**src/rtl/mem_arb_pkg.sv**
```systemverilog
// Shared types and RV32I funct3 width codes for the unified-memory arbiter.
package mem_arb_pkg;

    typedef enum logic {
        IDLE,
        WAIT
    } state_t;

    typedef enum logic {
        OWN_IF,
        OWN_D
    } owner_t;

    localparam logic [2:0] F3_B  = 3'd0;
    localparam logic [2:0] F3_H  = 3'd1;
    localparam logic [2:0] F3_W  = 3'd2;
    localparam logic [2:0] F3_BU = 3'd4;
    localparam logic [2:0] F3_HU = 3'd5;

endpackage

```
**src/rtl/mem_lsu_align.sv**
```systemverilog
// Combinational load/store lane handling: store byte enables and lane replication,
// load byte/halfword extraction with sign/zero extension, and misalignment detection.
module mem_lsu_align
    import mem_arb_pkg::*;
(
    input  logic [2:0]  st_funct3,
    input  logic [1:0]  st_off,
    input  logic [31:0] st_wdata,
    output logic [3:0]  st_be,
    output logic [31:0] st_data,
    output logic        misaligned,
    input  logic [2:0]  ld_funct3,
    input  logic [1:0]  ld_off,
    input  logic [31:0] ld_rdata,
    output logic [31:0] ld_data
);

    logic [7:0]  ld_byte;
    logic [15:0] ld_half;

    // Replicating the data across lanes lets the memory pick it up under any enable pattern.
    always_comb begin
        st_be      = 4'b0000;
        st_data    = 32'h0;
        misaligned = 1'b0;
        case (st_funct3)
            F3_B, F3_BU: begin
                st_be   = 4'b0001 << st_off;
                st_data = {4{st_wdata[7:0]}};
            end
            F3_H, F3_HU: begin
                st_be      = st_off[1] ? 4'b1100 : 4'b0011;
                st_data    = {2{st_wdata[15:0]}};
                misaligned = st_off[0];
            end
            default: begin
                st_be      = 4'b1111;
                st_data    = st_wdata;
                misaligned = (st_off != 2'b00);
            end
        endcase
    end

    always_comb begin
        ld_byte = 8'h0;
        case (ld_off)
            2'd0: ld_byte = ld_rdata[7:0];
            2'd1: ld_byte = ld_rdata[15:8];
            2'd2: ld_byte = ld_rdata[23:16];
            2'd3: ld_byte = ld_rdata[31:24];
            default: ld_byte = 8'h0;
        endcase
        ld_half = ld_off[1] ? ld_rdata[31:16] : ld_rdata[15:0];
        case (ld_funct3)
            F3_B:    ld_data = {{24{ld_byte[7]}}, ld_byte};
            F3_H:    ld_data = {{16{ld_half[15]}}, ld_half};
            F3_BU:   ld_data = {24'h0, ld_byte};
            F3_HU:   ld_data = {16'h0, ld_half};
            default: ld_data = ld_rdata;
        endcase
    end

endmodule

```
**src/rtl/mem_arbiter.sv**
```systemverilog
// Single-port memory arbiter sharing one memory between fetch and load/store, data first.
// Optional MEMARB_TIMEOUT_EN aborts a WAIT that lasts TIMEOUT cycles without mem_rvalid.
module mem_arbiter
    import mem_arb_pkg::*;
#(
    parameter int TIMEOUT = 64
)
(
    input  logic        clk,
    input  logic        n_rst,
    input  logic        if_req,
    input  logic [31:0] if_addr,
    output logic        if_gnt,
    output logic        if_rvalid,
    output logic [31:0] if_rdata,
    input  logic        d_req,
    input  logic        d_we,
    input  logic [31:0] d_addr,
    input  logic [31:0] d_wdata,
    input  logic [2:0]  d_funct3,
    output logic        d_gnt,
    output logic        d_rvalid,
    output logic [31:0] d_rdata,
    output logic        d_err,
    output logic        mem_req,
    input  logic        mem_gnt,
    output logic        mem_we,
    output logic [31:0] mem_addr,
    output logic [3:0]  mem_be,
    output logic [31:0] mem_wdata,
    input  logic        mem_rvalid,
    input  logic [31:0] mem_rdata,
    output logic        busy
);

    state_t      state;
    owner_t      owner;
    logic [2:0]  f3_q;
    logic [1:0]  off_q;
    logic        we_q;
    logic        err_q;

    logic        idle_free;
    logic        d_sel;
    logic        if_sel;
    logic        d_misaligned;
    logic        timeout_hit;
    logic        resp_fire;
    logic [3:0]  st_be;
    logic [31:0] st_data;
    logic [31:0] ld_data;

    mem_lsu_align u_align (
        .st_funct3  (d_funct3),
        .st_off     (d_addr[1:0]),
        .st_wdata   (d_wdata),
        .st_be      (st_be),
        .st_data    (st_data),
        .misaligned (d_misaligned),
        .ld_funct3  (f3_q),
        .ld_off     (off_q),
        .ld_rdata   (mem_rdata),
        .ld_data    (ld_data)
    );

    // The cycle that reports a misaligned access also blocks arbitration.
    assign idle_free = (state == IDLE) && !err_q;
    assign d_sel     = idle_free && d_req && !d_misaligned;
    assign if_sel    = idle_free && !d_req && if_req;

    always_comb begin
        mem_req   = 1'b0;
        mem_we    = 1'b0;
        mem_addr  = 32'h0;
        mem_be    = 4'b0000;
        mem_wdata = 32'h0;
        if (d_sel) begin
            mem_req   = 1'b1;
            mem_we    = d_we;
            mem_addr  = d_addr & 32'hFFFF_FFFC;
            mem_be    = st_be;
            mem_wdata = d_we ? st_data : 32'h0;
        end else if (if_sel) begin
            mem_req   = 1'b1;
            mem_addr  = if_addr & 32'hFFFF_FFFC;
            mem_be    = 4'b1111;
        end
    end

    assign d_gnt  = d_sel && mem_gnt;
    assign if_gnt = if_sel && mem_gnt;

`ifdef MEMARB_TIMEOUT_EN
    logic [31:0] wait_cnt;

    always_ff @(posedge clk or negedge n_rst) begin
        if (!n_rst) begin
            wait_cnt <= 32'h0;
        end else if (state == IDLE) begin
            wait_cnt <= 32'h0;
        end else begin
            wait_cnt <= wait_cnt + 32'h1;
        end
    end

    assign timeout_hit = (state == WAIT) && !mem_rvalid && (wait_cnt == 32'(TIMEOUT - 1));
`else
    assign timeout_hit = 1'b0;
`endif

    assign resp_fire = (state == WAIT) && (mem_rvalid || timeout_hit);
    assign busy      = (state == WAIT);

    assign if_rvalid = resp_fire && (owner == OWN_IF);
    assign if_rdata  = ((state == WAIT) && (owner == OWN_IF) && mem_rvalid) ? mem_rdata : 32'h0;
    assign d_rvalid  = (resp_fire && (owner == OWN_D)) || err_q;
    assign d_err     = err_q || (timeout_hit && (owner == OWN_D));
    assign d_rdata   = ((state == WAIT) && (owner == OWN_D) && mem_rvalid && !we_q) ? ld_data : 32'h0;

    always_ff @(posedge clk or negedge n_rst) begin
        if (!n_rst) begin
            state <= IDLE;
            owner <= OWN_IF;
            f3_q  <= F3_B;
            off_q <= 2'b00;
            we_q  <= 1'b0;
            err_q <= 1'b0;
        end else begin
            err_q <= 1'b0;
            case (state)
                IDLE: begin
                    if (idle_free && d_req && d_misaligned) begin
                        err_q <= 1'b1;
                    end else if (mem_req && mem_gnt) begin
                        owner <= d_sel ? OWN_D : OWN_IF;
                        f3_q  <= d_funct3;
                        off_q <= d_addr[1:0];
                        we_q  <= d_sel && d_we;
                        state <= WAIT;
                    end
                end
                WAIT: begin
                    if (resp_fire) begin
                        state <= IDLE;
                    end
                end
                default: state <= IDLE;
            endcase
        end
    end

endmodule

```
**config.mk**
```make
export PLATFORM = sky130hd
export DESIGN_NAME = mem_arbiter
export DESIGN_NICKNAME = d
export VERILOG_FILES = /design/src/rtl/mem_arb_pkg.sv /design/src/rtl/mem_lsu_align.sv /design/src/rtl/mem_arbiter.sv
export SDC_FILE = /design/constraint.sdc
export NUM_CORES = 1
export LEC_CHECK = 0
export ABC_AREA = 1
export CAP_MARGIN = 20
export CORE_AREA = 2 2 108 110
export DETAILED_ROUTE_END_ITERATION = 12
export DIE_AREA = 0 0 110 112
export GPL_TIMING_DRIVEN = 0
export MAX_ROUTING_LAYER = met4
export PLACE_DENSITY = 0.7
export SETUP_SLACK_MARGIN = 0.4
export SYNTH_ARGS = -nofsm -noshare
export SYNTH_HDL_FRONTEND = slang
export SYNTH_SLANG_ARGS = --single-unit
export TNS_END_PERCENT = 50
```
**constraint.sdc**
```tcl
create_clock -name clk -period 1.35 [get_ports clk]
set_input_delay 0.2025 -clock clk [delete_from_list [all_inputs] [get_ports clk]]
set_output_delay 0.2025 -clock clk [all_outputs]
set_load 0.005 [all_outputs]
```
* Word level (Yosys, flattened, before mapping)
Index checks and enable logic that the tools add are counted.
** Operators by class
- Mux-type cells :: 25
- Shift-type cells :: 1
- Bitwise gates (word level) :: 3
- Reduce and logical (&&, ||, !) cells :: 30
- Eq/ne operators :: 9
** Operators with widths (number)
- $mux 32 :: 6
- $pmux 32 s4 :: 1
- $pmux 32 s2 :: 1
- $pmux 8 s4 :: 1
- $logic_and 1x1->1 :: 18
- $mux 16 :: 1
- $eq 3x3->1 const B :: 4
- $mux 4 :: 3
- $mux 1 :: 9
- $pmux 4 s2 :: 1
- $eq 3x1->1 const B :: 2
- $logic_not 3->1 :: 2
- $eq 2x2->1 const B :: 2
- $logic_not 1->1 :: 4
- $pmux 1 s2 :: 2
- $reduce_or 2->1 :: 2
- $shl 1x2->4 const A :: 1
- $not 1->1 :: 3
- $reduce_and 3->1 :: 1
- $eq 2x1->1 const B :: 1
- $logic_not 2->1 :: 1
- $reduce_bool 2->1 :: 1
- $logic_or 1x1->1 :: 1
** Word-level totals
- Register bits :: 9
- Output and inout port bits :: 140
- Input port bits :: 138

* Logic depth before layout (Yosys ltp)
Gate-level depths: netlist of the first run.
- Word-level depth :: 10
- Mapped depth :: 9
- Gate-level depth less buffers :: 8

* Cells and area by module
A second synthesis of the first run with hierarchy kept.
** Second synthesis, totals
- Cells, all modules :: 619
- Area, all modules :: 2992.9 sq um
** Modules (own cells, without submodules)
- mem_arbiter :: area an instance 1712.9 sq um, cells an instance 371, times used 1
- mem_lsu_align :: area an instance 1280.0 sq um, cells an instance 248, times used 1

* Worst setup path before layout of the first run
Ideal clock, no wire load.
- Kind :: register to output
- Start :: reg f3_q[1]
- End :: out d_rdata[21]
- Setup slack :: -73 ps
- Required time :: 1148 ps
- Path buffers :: 2
- Data arrival time :: 1220 ps
- Cell stages (with the launch flop) :: 10
- Path through :: dfrtp_1 > buf_6 > inv_6 > nand2_4 > nor2_4 > nand3_4 > nand2_4 > nand2_4 > buf_12 > nor2_4
** On the way
- Cells in the longest elaborated chain, start to end :: 3
** Ends and longest elaborated chain
- from (decl) :: line mem_arbiter.sv:38 : logic [2:0] f3_q;
- from (signal assigned) :: line mem_arbiter.sv:136 : f3_q <= d_funct3;
- $eq 3x3->1, or another cell as far along :: line mem_lsu_align.sv:54 : case (ld_funct3)
- $pmux 32 s4 * :: line mem_lsu_align.sv:54
- $mux 32 * :: line mem_arbiter.sv:118 : assign d_rdata = ((state == WAIT) && (owner == OWN_D) && mem_rvalid && !we_q) ? ld_data : 32'h0;
- to (decl) :: line mem_arbiter.sv:23 : output logic [31:0] d_rdata,
Mark *: on every way between the ends. The rest lies on a longest branch, timed or not.

* Worst setup path after layout of the first run
- Start :: reg state (netlist: busy)
- End :: out if_rvalid
** On the way
- Cells in the longest elaborated chain, start to end :: 2
** Ends and longest elaborated chain
- from (decl) :: line mem_arbiter.sv:36 : state_t state;
- from (signal assigned) :: line mem_arbiter.sv:122 : state <= IDLE;
- from (signal assigned) :: line mem_arbiter.sv:139 : state <= WAIT;
- from (signal assigned) :: line mem_arbiter.sv:144 : state <= IDLE;
- $logic_and 1x1->1 :: line mem_arbiter.sv:111 : assign resp_fire = (state == WAIT) && (mem_rvalid || timeout_hit);
- $logic_and 1x1->1 :: line mem_arbiter.sv:114 : assign if_rvalid = resp_fire && (owner == OWN_IF);
- to (decl) :: line mem_arbiter.sv:14 : output logic if_rvalid,
Every way passes these cells.

==> results of run 1 <==
cells in the final DEF (no fill, tap or decap), types with 7 or more instances in the layout:
cell type | Yosys | final
nand2_2 | 2 | 27
o21ai_2 | 8 | 12
nor2_4 | 12 | 19
inv_2 | 4 | 8
buf_4 | 5 | 48
nand3_2 | 2 | 7
clkdlybuf4s50_1 | 0 | 125
clkbuf_2 | 0 | 26
inv_1 | 49 | 41
o21ai_0 | 28 | 14
a21oi_1 | 22 | 8
nor2_1 | 101 | 78
nand2_1 | 170 | 137
dfrtp_1 | 9 | 9
nand2_4 | 6 | 9
dlygate4sd2_1 | 0 | 8
buf_6 | 3 | 61
o21ai_4 | 0 | 7
o22ai_1 | 8 | 8
buf_2 | 9 | 101
a21oi_2 | 1 | 11
nor2_2 | 0 | 16
nand3_1 | 25 | 15
kinds of logic after synthesis:
group | after synthesis
simple gates | 328
compound gates | 69
other cells | 1
flops | 9
buf+inv | 85
registers in the layout (all words and copies together) (netlist names):
signal	count
busy	1
d_err	1
f3_q	3
off_q	2
owner	1
we_q	1
stage by stage:
stage                     total power [mW]  worst slack [ns]
after CTS                             4.30            -0.648
after floorplan                       1.75           -0.0648
after global routing                  5.01            -0.664
after detailed placement              3.04             -1.16
after global placement                3.01             -1.14
final                                 4.71            -0.597
power breakdown:
group / switching [mW] / total [mW] / internal [mW] / leakage [nW]
clock: 0.127 / 0.521 / 0.394 / 0.0382
combinational: 1.87 / 3.78 / 1.91 / 3.28
sequential: 0.0792 / 0.413 / 0.334 / 0.114
total: 2.08 / 4.71 / 2.63 / 3.43
area by class of cell:
class | instances | area, um2 | area share (%)
well taps | 143 | 179 | 2.76
inverters | 55 | 239 | 3.69
repair buffers | 361 | 3010 | 46.5
repair inverters | 1 | 6.26 | 0.0966
flip-flops and latches | 9 | 225 | 3.48
clock buffers | 4 | 78.8 | 1.22
plain buffers | 30 | 325 | 5.02
multi-input cells | 399 | 2410 | 37.3
path summary, 6_finish.rpt:
kind                                  start                    to  cells past startpoint
max                          busy$_DFF_PN0_             if_rvalid                     10
min                                   n_rst      we_q$_DFFE_PN0P_                      1
max reg2reg                  busy$_DFF_PN0_  off_q[1]$_DFFE_PN0P_                     11
min reg2reg                we_q$_DFFE_PN0P_      we_q$_DFFE_PN0P_                      2
max in group asynchronous             n_rst  off_q[0]$_DFFE_PN0P_                      1
min in group clk                  d_addr[0]  off_q[0]$_DFFE_PN0P_                      3
metal layers:
metal / GRT usage (%) / up-vias / part of all wire (%) / wire length, um
met5: - / - / 0 / 0
met4: 8.95 / 0 / 3.5 / 546
met3: 5.27 / 31 / 9.3 / 1450
met2: 45.9 / 224 / 54 / 8360
met1: 23.0 / 2110 / 34 / 5220
li1: - / 2255 / - / -
critical path: stages, from the launching register on:
cell and delay (ns):
dfrtp_1 0.40, buf_4 0.15, buf_6 0.11, nand2_2 0.07, nor2_4 0.04, buf_4 0.13
buf_4 0.12, buf_4 0.12, buf_4 0.12, buf_4 0.12, buf_4 0.13
repair_timing:
item / in CTS / in global routing
cloned: 5 / 1
setup endpoints to repair: 147 / 147
hold buffers: 0 / 0
setup buffers: 57 / 29
gates resized for setup: 471 / 238
pin swaps: 30 / 37
==> flow_summary_export.csv, run 1 <==
group,metric,value,unit
run_status,status,"complete, but fails checks",
run_status,violations,"setup timing",
power_and_ir_drop,leakagePower,3.43,nW
synthesis,synth_common_cells,"nand2_1, nor2_1, inv_1",
synthesis,synth_compound_area_share,15.7,%
power_and_ir_drop,powerDensity,727,mW/mm2
place,dp_hpwl,11.7,mm
sta,skew,0.00167,ns
synthesis,synth_area_per_cell,5.10,um2
synthesis,yosys.area.top_type,"nand2_1",
layout,fin_util,58.0,%
sta,period_share,144,%
place,gp_congestion,0.871,
detailed_routing,dr.first_iter.drc_count,184,
sta,rsz0062_at_grt,"true",
detailed_routing,dr_total_vias,4620,
detailed_routing,firstDrtPassIters,4,
critical_path,crit_required,1.15,ns
detailed_routing,antenna_left,0,
clock_tree,numClockSinks,9,
layout,drive_gt1_share,46.3,%
synthesis,syn_area,0.00251,mm2
grt,first_global_vias,4590,
sta,holdWs,0.263,ns
synthesis,synth_top_family_by_area,"simple AND/OR/NAND/NOR gates",
sta,setup_ws,-0.597,ns
synthesis,synth_cell_type_count,28,
critical_path,critPathMaxFanout,3,
power_and_ir_drop,peakVddDrop,0.000424,V
sta,setup_viol,143,
die,io_pins,278,
synthesis,synthSimpleGateAreaFrac,58.6,%
place,port-buffer-count,270,
detailed_routing,drt_wl_total,15.6,mm
die,start_util,22.4,%
die,die_w,110,um
detailed_routing,wl_per_cell,15.5,um
synthesis,synth_edf_count,0,
grt,antenna_found_initial,0,
synthesis,yosys_register_bits,9,
synthesis,synth_fa_ha_area_share,0,%
die,core_region_area,0.0112,mm2
layout,fillers,1073,
sta,fin_setup_tns,-61.97,ns
detailed_routing,route.detailed.drc,0,
clock_tree,cts_max_level,1,
die,die_y,112,um
sta,fmax,514,MHz
grt,grt_pass1_wl,22.5,mm
clock_tree,cts_buffers,3,
detailed_routing,routed_via_density,4.61,
synthesis,synthArstFlopShare,100,%
synthesis,ys_seq_area_share,8.98,%
clock_tree,clk_latency,0.24,ns
place,dp_cells,906,
synthesis,yosysMostFrequentCell,"nand2_1",
sta,maxSlewViolCount,0,
run,max_cap_violations,0,
layout,finalNonFillerCells,1002,
critical_path,critPathLaunchType,"flop",
synthesis,synthFlopType,"dfrtp_1",
synthesis,synthTopCellsByArea,"nand2_1, nor2_1, dfrtp_1, inv_1, o21ai_0",
critical_path,cp-end-kind,"primary output",
clock_tree,cts_buffer_depth,2,
synthesis,synth_xor_area_share,0,%
grt,grt_usage,24.1,%
clock_tree,clk_pin_slew,0.04,ns
place,place_area,0.00551,mm2
synthesis,synth_cells,492,
sta,final_hold_viol_count,0,
critical_path,arrival,1.74,ns
synthesis,ys.warnings.count,0,
critical_path,crit_type,"flop to primary output",
layout,num_antenna_cells,0,
die,rows,39,
layout,nets,998,
critical_path,reg2reg_setup_slack,-0.16,ns
sta,period_needed,1.95,ns
layout,final_area,0.00648,mm2
die,dieArea,0.0123,mm2
clock_tree,ctsRootBufferMaster,"clkbuf_16",
layout,syn_to_final_growth,158,%
grt,grt_max_degree,11,
synthesis,synth.area.mux_share,0,%
worst_hold_path,hold_path.class,"primary input to asynchronous set/reset pin",
synthesis,synth_top_cell_area_share,25.4,%
clock_tree,cts_tree,"done",
grt,grt.overflow.total,0,
Note: power is estimated with default switching activity, not from simulation.
==> run 2: changes to the inputs <==
- TNS_END_PERCENT: 50 -> 20
==> run 2 against run 1 <==
The run still ends with setup timing left. Via count is 5.1% lower. Worst setup slack improved by 0.099 ns. Sequential power about the same. Hold slack gained 0.0089 ns. Global-route usage shrank 0.83 points. Non-clock buffer count fell by 42. Flip-flop and latch count is the same. Critical path depth did not move. Clock-buffer cell count stayed put. Cell count fell by 4.2%. Critical endpoint is now mem_wdata[12].
==> flow_summary_export.csv, run 2 (synthesis results as in run 1) <==
group,metric,value,unit
clock_tree,cts_buffers,3,
layout,largest_reg_flops,3,
detailed_routing,wl_per_cell,15.1,um
sta,skew,0.000456,ns
place,dp_hpwl,11.8,mm
critical_path,critPathLaunchType,"primary input",
detailed_routing,dr.first_iter.drc_count,164,
die,start_util,22.4,%
die,rows,39,
layout,final_area,0.00599,mm2
layout,multi_input_area,0.00226,mm2
die,io_pins,278,
grt,grt_usage,23.3,%
sta,setup_ws,-0.498,ns
place,port-buffer-count,270,
sta,final_hold_viol_count,0,
clock_tree,ctsRootBufferMaster,"clkbuf_16",
grt,first_global_vias,4514,
detailed_routing,firstDrtPassIters,4,
place,gp_congestion,0.866,
critical_path,arrival,1.65,ns
place,dp_slack,-1.13,ns
sta,fmax,541,MHz
grt,grt.overflow.total,0,
layout,layout_commonest_cell,"nand2_1",
grt,grt_max_degree,11,
critical_path,critPathMaxFanout,6,
sta,maxSlewViolCount,0,
layout,seq_area,225,um2
clock_tree,numClockSinks,9,
critical_path,critPathLaunch,"d_req",
critical_path,worst_r2r_startpoint,"busy$_DFF_PN0_",
sta,holdWs,0.272,ns
critical_path,rr_endpoint,"we_q$_DFFE_PN0P_",
critical_path,reg2reg_setup_slack,-0.03,ns
die,die_w,110,um
die,core_region_area,0.0112,mm2
sta,setup_viol,142,
clock_tree,clk_pin_slew,0.04,ns
detailed_routing,routed_via_density,4.57,
worst_hold_path,hold_path.class,"primary input to asynchronous set/reset pin",
power_and_ir_drop,peakVddDrop,0.000411,V
sta,period_share,137,%
layout,drive_gt1_share,39.8,%
place,place_area,0.00543,mm2
detailed_routing,route.detailed.drc,0,
grt,grt_pass1_wl,22.1,mm
detailed_routing,dr_total_vias,4386,
clock_tree,cts_tree,"done",
clock_tree,cts_max_level,1,
critical_path,crit_type,"primary input to primary output",
layout,syn_to_final_growth,139,%
power_and_ir_drop,powerDensity,686,mW/mm2
die,die_y,112,um
die,dieArea,0.0123,mm2
clock_tree,clk_latency,0.23,ns
layout,final_cell_mix,"nand2_1, clkdlybuf4s50_1, buf_2",
detailed_routing,antenna_left,0,
critical_path,cp-end-kind,"primary output",
critical_path,crit_end,"mem_wdata[12]",
run,max_cap_violations,0,
critical_path,reg2reg_depth,10,
grt,antenna_found_initial,1,
detailed_routing,drt_wl_total,14.5,mm
layout,regMostFlops,"f3_q",
run_status,status,"complete, but fails checks",
power_and_ir_drop,leakagePower,3.06,nW
sta,period_needed,1.85,ns
layout,nets,955,
sta,rsz0062_at_grt,"true",
power_and_ir_drop,total_power,4.11,mW
clock_tree,cts_buffer_depth,2,
critical_path,crit_required,1.15,ns
run_status,violations,"setup timing",
layout,largestRegisters,"f3_q x3, off_q x2",
layout,fillers,1108,
## run 2: changes by cell type in the layout (fill, tap and decap cells not counted), sizes merged, moves of 2 or more
cell,before,now
buf,221,168
clkdlybuf4s15,2,31
clkinv,2,0
dlymetal6s2s,3,1
clkbuf,36,17
clkdlybuf4s50,125,127
## run 2: routing by layer
metal / vias up / global-route usage [%] / share of wire, % / routed length, um
li1: 2161 / - / - / -
met1: 1970 / 21.4 / 34 / 4910
met2: 225 / 45.7 / 54 / 7770
met3: 30 / 4.63 / 9.2 / 1330
met4: 0 / 8.44 / 3.3 / 485
met5: - / - / 0 / 0
## run 2: through the flow
| stage | utilization (%) | instances | setup TNS, ns |
|---|---|---|---|
| 6_report | 53.6 | 960 | -49.47 |
| 4_1_cts | 52.2 | 948 | -52.79 |
| 5_1_grt | 53.6 | 960 | -61.80 |
| 3_5_place_dp | 48.6 | 906 | -124.01 |
| 3_3_place_gp | 48.6 | 906 | -120.72 |
| 2_1_floorplan | - | 493 | -0.942 |
## run 2: report_power, final
group          switching, mW  leakage (nW)  total (mW)  internal [mW]
combinational           1.65          2.90        3.18           1.54
clock                  0.117        0.0382       0.511          0.394
sequential            0.0801         0.114       0.414          0.334
total                   1.85          3.06        4.11           2.26
## run 2: final cells by class
cell class              count  share of cell area, %
well taps                 143                   2.99
multi-input cells         399                   37.8
plain buffers              30                   5.30
repair buffers            319                   44.9
inverters                  55                   3.91
clock buffers               4                   1.32
diodes                      1                 0.0418
flip-flops and latches      9                   3.76
## run 2: repair_timing
action,CTS,global route
buffers inserted,36,11
gates cloned,2,0
hold buffers,0,0
endpoints found under the setup margin,147,147
pin swaps,36,28
resized for setup,612,53
## run 2: worst min path at each step
| stage | startpoint | end | slack, ns |
|---|---|---|---|
| detailed placement | owner$_DFFE_PN0P_ | owner$_DFFE_PN0P_ | 0.50 |
| CTS | n_rst | f3_q[0]$_DFFE_PN0P_ | 0.29 |
| global route | n_rst | f3_q[1]$_DFFE_PN0P_ | 0.32 |
| global placement | owner$_DFFE_PN0P_ | owner$_DFFE_PN0P_ | 0.49 |
| floorplan | n_rst | busy$_DFF_PN0_ | -0.09 |
| finish | n_rst | f3_q[0]$_DFFE_PN0P_ | 0.27 |
## run 2: worst max-delay path, cell delays in order
cell and delay, ns:
clkdlybuf4s50_1 0.47, inv_2 0.07, nor2_4 0.16, nand2_8 0.10, nor2_8 0.10, buf_12 0.13, buf_8 0.10, o21ai_2 0.05
nor2_1 0.11, buf_2 0.13
==> run 3: changes to the inputs <==
- SLEW_MARGIN: not set -> 5
==> results of run 3 <==
The final DEF is identical to that of run 2; final timing and power are the same.
